**src/rtl/icmp_pkg.sv**
```systemverilog
// Shared types and constants for the ICMP echo-request filter.
// No logic. Used by icmp_echo_filter and icmp_hdr_check.
// The header word indices count from word 0, the first 32-bit beat of the packet.
package icmp_pkg;

    typedef enum logic [2:0] {
        ST_IDLE,
        ST_HEAD,
        ST_REPLAY,
        ST_PASS,
        ST_DROP
    } state_t;

    typedef struct packed {
        logic [31:0] data;
        logic [1:0]  empty;
        logic        sop;
        logic        eop;
    } beat_t;

    localparam logic [2:0] WORD_VER   = 3'd0;
    localparam logic [2:0] WORD_PROTO = 3'd2;
    localparam logic [2:0] WORD_DST   = 3'd4;
    localparam logic [2:0] WORD_ICMP  = 3'd5;

    localparam logic [7:0] IPV4_VER_IHL    = 8'h45;
    localparam logic [7:0] PROTO_ICMP      = 8'h01;
    localparam logic [7:0] ICMP_ECHO_REQ   = 8'h08;
    localparam logic [7:0] ICMP_ECHO_REPLY = 8'h00;
    localparam logic [7:0] ICMP_CODE_ECHO  = 8'h00;

endpackage

```
**src/rtl/icmp_hdr_check.sv**
```systemverilog
// Decides whether a 6-word IPv4 header is an ICMP echo request for this host.
// Latency: purely combinational, no clock.
// Backpressure: none; the caller samples the match when word 5 is accepted.
module icmp_hdr_check
    import icmp_pkg::*;
#(
    parameter logic [31:0] LOCAL_IP  = 32'h0100000A,
    parameter bit          MATCH_DST = 1'b1
) (
    input  logic [5:0][31:0] hdr,
    output logic             match
);

    logic ver_ok;
    logic proto_ok;
    logic icmp_ok;
    logic dst_ok;

    always_comb begin
        ver_ok   = (hdr[WORD_VER][7:0]    == IPV4_VER_IHL);
        proto_ok = (hdr[WORD_PROTO][15:8] == PROTO_ICMP);
        icmp_ok  = (hdr[WORD_ICMP][7:0]   == ICMP_ECHO_REQ) &&
                   (hdr[WORD_ICMP][15:8]  == ICMP_CODE_ECHO);
        dst_ok   = !MATCH_DST || (hdr[WORD_DST] == LOCAL_IP);
        match    = ver_ok && proto_ok && icmp_ok && dst_ok;
    end

    // Header fields that play no part in the decision.
    logic unused_hdr_bits;
    assign unused_hdr_bits = ^{hdr[1], hdr[3], hdr[WORD_VER][31:8],
                               hdr[WORD_PROTO][31:16], hdr[WORD_PROTO][7:0],
                               hdr[WORD_ICMP][31:16]};

endmodule

```
**src/rtl/icmp_echo_filter.sv**
```systemverilog
// Forwards only IPv4 ICMP echo requests for LOCAL_IP; drops everything else. Optional stats: ICMP_FILTER_STATS_EN.
// Latency: first output word one cycle after header word 5 is accepted; then 1 word/cycle.
// Backpressure: header collected at full rate, replay stalls input, pass-through follows stream_out_ready.
module icmp_echo_filter
    import icmp_pkg::*;
#(
    parameter logic [31:0] LOCAL_IP  = 32'h0100000A,
    parameter bit          MATCH_DST = 1'b1
) (
    input  logic        clk,
    input  logic        reset,
    input  logic [31:0] stream_in_data,
    input  logic [1:0]  stream_in_empty,
    input  logic        stream_in_valid,
    input  logic        stream_in_startofpacket,
    input  logic        stream_in_endofpacket,
    output logic        stream_in_ready,
    output logic [31:0] stream_out_data,
    output logic [1:0]  stream_out_empty,
    output logic        stream_out_valid,
    output logic        stream_out_startofpacket,
    output logic        stream_out_endofpacket,
    input  logic        stream_out_ready
`ifdef ICMP_FILTER_STATS_EN
    ,
    output logic [15:0] pass_count,
    output logic [15:0] drop_count
`endif
);

    state_t           state;
    state_t           state_nxt;
    logic [31:0]      head_buf [6];
    logic [2:0]       idx;
    logic [1:0]       saved_empty;
    logic             pkt_ended;
    beat_t            out_q;
    logic             out_vld;
    logic [5:0][31:0] hdr_words;
    logic             hdr_match;
    logic             in_fire;
    logic             out_fire;
    logic             out_free;
    logic             in_sop;
    logic             in_eop;

    assign in_sop   = stream_in_startofpacket;
    assign in_eop   = stream_in_endofpacket;
    assign in_fire  = stream_in_valid && stream_in_ready;
    assign out_fire = out_vld && stream_out_ready;
    assign out_free = !out_vld || stream_out_ready;

    // Word 5 is checked straight off the input so the decision lands on its acceptance edge.
    always_comb begin
        for (int i = 0; i < 5; i++) begin
            hdr_words[i] = head_buf[i];
        end
        hdr_words[5] = stream_in_data;
    end

    icmp_hdr_check #(
        .LOCAL_IP  (LOCAL_IP),
        .MATCH_DST (MATCH_DST)
    ) u_hdr_check (
        .hdr   (hdr_words),
        .match (hdr_match)
    );

    always_ff @(posedge clk) begin
        if (reset) begin
            state <= ST_IDLE;
        end else begin
            state <= state_nxt;
        end
    end

    always_comb begin
        state_nxt = state;
        case (state)
            ST_IDLE: begin
                if (in_fire && in_sop && !in_eop) begin
                    state_nxt = ST_HEAD;
                end
            end
            ST_HEAD: begin
                if (in_fire) begin
                    if (in_sop) begin
                        state_nxt = in_eop ? ST_IDLE : ST_HEAD;
                    end else if (idx == 3'd5) begin
                        if (hdr_match) begin
                            state_nxt = ST_REPLAY;
                        end else begin
                            state_nxt = in_eop ? ST_IDLE : ST_DROP;
                        end
                    end else if (in_eop) begin
                        state_nxt = ST_IDLE;
                    end
                end
            end
            ST_REPLAY: begin
                if (out_fire && idx == 3'd6) begin
                    state_nxt = pkt_ended ? ST_IDLE : ST_PASS;
                end
            end
            ST_PASS: begin
                if (out_fire && out_q.eop) begin
                    state_nxt = ST_IDLE;
                end
            end
            ST_DROP: begin
                if (in_fire && in_eop) begin
                    state_nxt = ST_IDLE;
                end
            end
            default: state_nxt = ST_IDLE;
        endcase
    end

    // In PASS, once the EOP beat sits in the output register, the next
    // packet's SOP must wait until the FSM is back in IDLE.
    always_comb begin
        stream_in_ready = 1'b0;
        if (!reset) begin
            case (state)
                ST_IDLE, ST_HEAD, ST_DROP: stream_in_ready = 1'b1;
                ST_PASS:                   stream_in_ready = out_free && !(out_vld && out_q.eop);
                default:                   stream_in_ready = 1'b0;
            endcase
        end
    end

    always_ff @(posedge clk) begin
        if (in_fire && in_sop && (state == ST_IDLE || state == ST_HEAD)) begin
            head_buf[0] <= stream_in_data;
        end else if (in_fire && state == ST_HEAD) begin
            head_buf[idx] <= stream_in_data;
        end
    end

    always_ff @(posedge clk) begin
        if (reset) begin
            idx         <= 3'd0;
            saved_empty <= 2'd0;
            pkt_ended   <= 1'b0;
            out_q       <= '0;
            out_vld     <= 1'b0;
        end else begin
            case (state)
                ST_IDLE: begin
                    if (in_fire && in_sop && !in_eop) begin
                        idx <= 3'd1;
                    end
                end
                ST_HEAD: begin
                    if (in_fire) begin
                        saved_empty <= stream_in_empty;
                        if (in_sop) begin
                            idx <= in_eop ? 3'd0 : 3'd1;
                        end else if (idx == 3'd5) begin
                            pkt_ended <= in_eop;
                            if (hdr_match) begin
                                out_q   <= '{data: head_buf[0], empty: 2'd0, sop: 1'b1, eop: 1'b0};
                                out_vld <= 1'b1;
                                idx     <= 3'd1;
                            end else begin
                                idx <= 3'd0;
                            end
                        end else if (in_eop) begin
                            idx <= 3'd0;
                        end else begin
                            idx <= idx + 3'd1;
                        end
                    end
                end
                ST_REPLAY: begin
                    if (out_fire) begin
                        if (idx == 3'd6) begin
                            out_vld <= 1'b0;
                            idx     <= 3'd0;
                        end else begin
                            out_q.data  <= head_buf[idx];
                            out_q.sop   <= 1'b0;
                            out_q.eop   <= (idx == 3'd5) && pkt_ended;
                            out_q.empty <= ((idx == 3'd5) && pkt_ended) ? saved_empty : 2'd0;
                            idx         <= idx + 3'd1;
                        end
                    end
                end
                ST_PASS: begin
                    if (in_fire) begin
                        out_q   <= '{data: stream_in_data,
                                     empty: in_eop ? stream_in_empty : 2'd0,
                                     sop: 1'b0, eop: in_eop};
                        out_vld <= 1'b1;
                    end else if (out_fire) begin
                        out_vld <= 1'b0;
                    end
                end
                default: ;
            endcase
        end
    end

    assign stream_out_data          = out_q.data;
    assign stream_out_empty         = out_q.empty;
    assign stream_out_startofpacket = out_q.sop;
    assign stream_out_endofpacket   = out_q.eop;
    assign stream_out_valid         = out_vld;

`ifdef ICMP_FILTER_STATS_EN
    logic pass_evt;
    logic drop_evt;

    // A SOP seen mid-header costs the partial packet one drop.
    always_comb begin
        pass_evt = (state == ST_HEAD) && in_fire && !in_sop && (idx == 3'd5) && hdr_match;
        drop_evt = ((state == ST_HEAD) && in_fire &&
                    (in_sop || (idx == 3'd5 && !hdr_match) || (idx != 3'd5 && in_eop))) ||
                   ((state == ST_IDLE) && in_fire && in_sop && in_eop);
    end

    always_ff @(posedge clk) begin
        if (reset) begin
            pass_count <= 16'd0;
            drop_count <= 16'd0;
        end else begin
            if (pass_evt && pass_count != 16'hFFFF) begin
                pass_count <= pass_count + 16'd1;
            end
            if (drop_evt && drop_count != 16'hFFFF) begin
                drop_count <= drop_count + 16'd1;
            end
        end
    end
`endif

endmodule

```
**config.mk**
```make
export PLATFORM = sky130hd
export DESIGN_NAME = icmp_echo_filter
export DESIGN_NICKNAME = d
export VERILOG_FILES = /design/src/rtl/icmp_pkg.sv /design/src/rtl/icmp_hdr_check.sv /design/src/rtl/icmp_echo_filter.sv
export SDC_FILE = /design/constraint.sdc
export NUM_CORES = 1
export LEC_CHECK = 0
export CAP_MARGIN = 20
export CORE_UTILIZATION = 30
export DETAILED_ROUTE_END_ITERATION = 7
export GPL_TIMING_DRIVEN = 0
export PLACE_DENSITY = 0.47
export SLEW_MARGIN = 5
export SYNTH_ARGS = -nofsm -noshare
export SYNTH_HDL_FRONTEND = slang
export SYNTH_SLANG_ARGS = --single-unit
```
**constraint.sdc**
```tcl
create_clock -name clk -period 4.5 [get_ports clk]
set_clock_uncertainty 0.05 [all_clocks]
set_input_delay 0.45 -clock clk [delete_from_list [all_inputs] [get_ports clk]]
set_output_delay 0.45 -clock clk [all_outputs]
set_load 0.02 [all_outputs]
```
==> flow_metrics.env <==
export IMPL_drv_cap=0
export IMPL_ir_worst_vdd_mv=0.273
export IMPL_first_global_vias=6752
export IMPL_pre_cts_ws_ns=0.715
export IMPL_diodes=0
export IMPL_timing_final_crit_share_pct=83.8
export IMPL_ios=78
export IMPL_async_reset_ff_share_pct=0
export IMPL_place_hpwl_um=19000
export IMPL_post_route_cells_drive_above_1_share_pct=19.0
export IMPL_hold_viol=0
export IMPL_ff2ff_path_depth=7
export IMPL_seq_area_frac_synth_pct=64.0
export IMPL_overflow=0
export IMPL_cp_buffers_inverters=4
export IMPL_cp_max_fo=10
export IMPL_min_period_ns=3.77
export IMPL_critPathMaxStageDelay_ns=0.66
export IMPL_cp_end_kind="output pin"
export IMPL_max_freq_mhz=265
export IMPL_htree_levels=1
export IMPL_min_from="stream_out_empty[1]"
export IMPL_cts_resized=0
export IMPL_rsz0062_at_grt="false"
export IMPL_drc=0
export IMPL_power_w=0.00505
export IMPL_clock_root_buffer="clkbuf_16"
export IMPL_crit_family="buffers and inverters"
export IMPL_grt_use_total_pct=16.1
export IMPL_num_vias=6575
export IMPL_syn_area_um2=10500
export IMPL_final_util_pct=38.0
export IMPL_min_to="stream_out_empty[1]"
export IMPL_nFillCells=3317
export IMPL_via_per_inst=4.98
export IMPL_die_height_um=189
export IMPL_layout_commonest_cell="edfxtp_1"
export IMPL_critPathLaunch="state[0]"
export IMPL_worstSetupStartpointType="flip-flop"
export IMPL_hold_depth=2
export IMPL_post_cts_buffers=0
export IMPL_cts_buffer_depth=3
export IMPL_slew_headroom_pct=47.5
export IMPL_path_depth=6
export IMPL_finalNetCount=885
export IMPL_power_leakage_nw=4.29
export IMPL_status="finished clean"
export IMPL_core_area_um2=34500
export IMPL_grt_pass1_wl_um=43200
export IMPL_avgSynthCellArea_um2=14.6
export IMPL_die_width_um=189
export IMPL_clkLatencyLatePin_ns=0.53
export IMPL_tns_ns=0
export IMPL_drv_slew=0
export IMPL_yosysWarnings=0
export IMPL_dr_pass1_iters=5
export IMPL_reg2reg_setup_slack_ns=1.33
export IMPL_cts_inserted_buffers=28
export IMPL_tritoncts="done"
export IMPL_routedWlPerCell_um=21.5
export IMPL_worstPathArrival_ns=3.27
export IMPL_synth_distinct_cells=56
export IMPL_synth_ff_type="edfxtp_1"
export IMPL_worstSetupPathType="flip-flop to output pin"
export IMPL_path_clk_slew_ns=0.06
export IMPL_syn2layout_area_growth_pct=24.4
export IMPL_hold_buffers=0
export IMPL_hold_class="flip-flop to flip-flop"
export IMPL_gp_congestion=0.803
export IMPL_initial_core_util_pct=30.5
export IMPL_setup_viol_count_final=0
export IMPL_worst_pin_slew_ns=0.788
export IMPL_die_area_um2=35900
export IMPL_drt_wl_total_um=28400
export IMPL_timing_rr_end="head_buf[0][14]"
export IMPL_cpMaxStageDelayCell="clkdlybuf4s50_1"
export IMPL_worst_slack_ns=0.730
export IMPL_numPortBuffers=76
export IMPL_reg2reg_from="state[0]"
export IMPL_cts_sinks=241
export IMPL_synth_edf_count=192
export IMPL_mostFrequentLayoutCells="192 x edfxtp_1, 81 x nand2_1, 76 x clkdlybuf4s50_1"
export IMPL_grt_max_degree=26
export IMPL_required_ns=4.00
export IMPL_crit_chain="buf_2 -> clkbuf_1 -> buf_1 -> nand2_1 -> a221oi_1 -> clkdlybuf4s50_1"
export IMPL_ant_nets=0
export IMPL_ys_ff_latch=241
export IMPL_antenna_found_initial=0
export IMPL_synth_cells=724
export IMPL_placementRows=68
export IMPL_power_density_nw_per_um2=385
export IMPL_synth_fp_nets=767
export IMPL_drtIter0Drc=513
==> tightest hold or removal path: stages (launching register included) <==
cell	delay (ns)
dfxtp_1	0.30
nand2_1	0.05
mux2i_1	0.05
==> cells in the mapped netlist (3+ instances only) <==
cell / n / share of area [%]
a21oi_1: 8 / 0.38
a221oi_1: 3 / 0.25
a22oi_1: 4 / 0.28
a31oi_1: 35 / 2.1
and2b_1: 17 / 1.2
and2b_2: 3 / 0.25
buf_1: 4 / 0.14
buf_2: 9 / 0.43
buf_6: 5 / 0.53
clkbuf_1: 28 / 1.0
dfxtp_1: 49 / 9.3
edfxtp_1: 192 / 55
ha_1: 3 / 0.36
inv_1: 7 / 0.25
mux2_2: 8 / 0.85
mux2_4: 26 / 3.7
mux2i_1: 37 / 3.5
mux4_2: 32 / 6.8
nand2_1: 81 / 2.9
nand2b_1: 5 / 0.30
nand3_1: 36 / 1.7
nand4_1: 4 / 0.24
nor2_1: 13 / 0.46
nor2b_1: 17 / 1.0
nor3_1: 5 / 0.24
nor4_1: 12 / 0.71
nor4b_1: 4 / 0.33
o211ai_1: 33 / 2.3
o21ai_0: 4 / 0.19
or2_2: 5 / 0.30
==> sequential cells by signal, indices dropped and copies added (netlist names), named ones only <==
register and flops:
saved_empty 2, stream_out_empty 2, stream_out_valid 1, stream_out_startofpacket 1
stream_out_data 32, state 3, head_buf 192, pkt_ended 1
idx 3, stream_out_endofpacket 1
==> metal layers <==
layer | routed length, um | GRT usage (%)
met5 | 0 | 0
met4 | 436 | 3.69
met3 | 1150 | 2.04
met2 | 13400 | 26.3
met1 | 13400 | 22.7
==> worst max-delay path by stage <==
stage	endpoint
after global placement	head_buf[1][17]
after global routing	stream_in_ready
after floorplan	head_buf[1][0]
after detailed placement	head_buf[5][17]
after CTS	stream_in_ready
final	stream_in_ready
==> area by class of cell <==
cell class / instances / area, um2 / area share [%]
clock inverters: 17 / 218 / 1.66
inverters: 7 / 26.3 / 0.200
flip-flops and latches: 241 / 6750 / 51.4
well taps: 455 / 569 / 4.34
multi-input cells: 425 / 3550 / 27.0
clock buffers: 35 / 788 / 6.01
plain buffers: 51 / 277 / 2.11
repair buffers: 88 / 943 / 7.19
==> logic make-up after synthesis <==
family,count (synthesis),synth area share (%)
AOI/OAI and AO/OA,101,6.75
adders and majority gates,3,0.356
buffers and inverters,58,2.87
DFF,241,64.0
muxes,103,14.9
and+or+nand+nor,218,11.2
==> through the flow <==
stage / hold WS (ns) / cells / instance area, um2
after floorplan: 0.411 / 724 / 10600
after global placement: 0.401 / 1255 / 11900
after detailed placement: 0.402 / 1266 / 12100
after CTS: 0.411 / 1318 / 13100
after global routing: 0.430 / 1319 / 13100
final: 0.406 / 1319 / 13100
==> where the power goes <==
part	switching [W]	internal (W)	leakage (nW)
clock network	0.000910	0.00152	0.486
logic	0.000111	0.0000836	1.67
registers	0.00000591	0.00241	2.13
No activity file was read; power rests on OpenSTA's default activity.
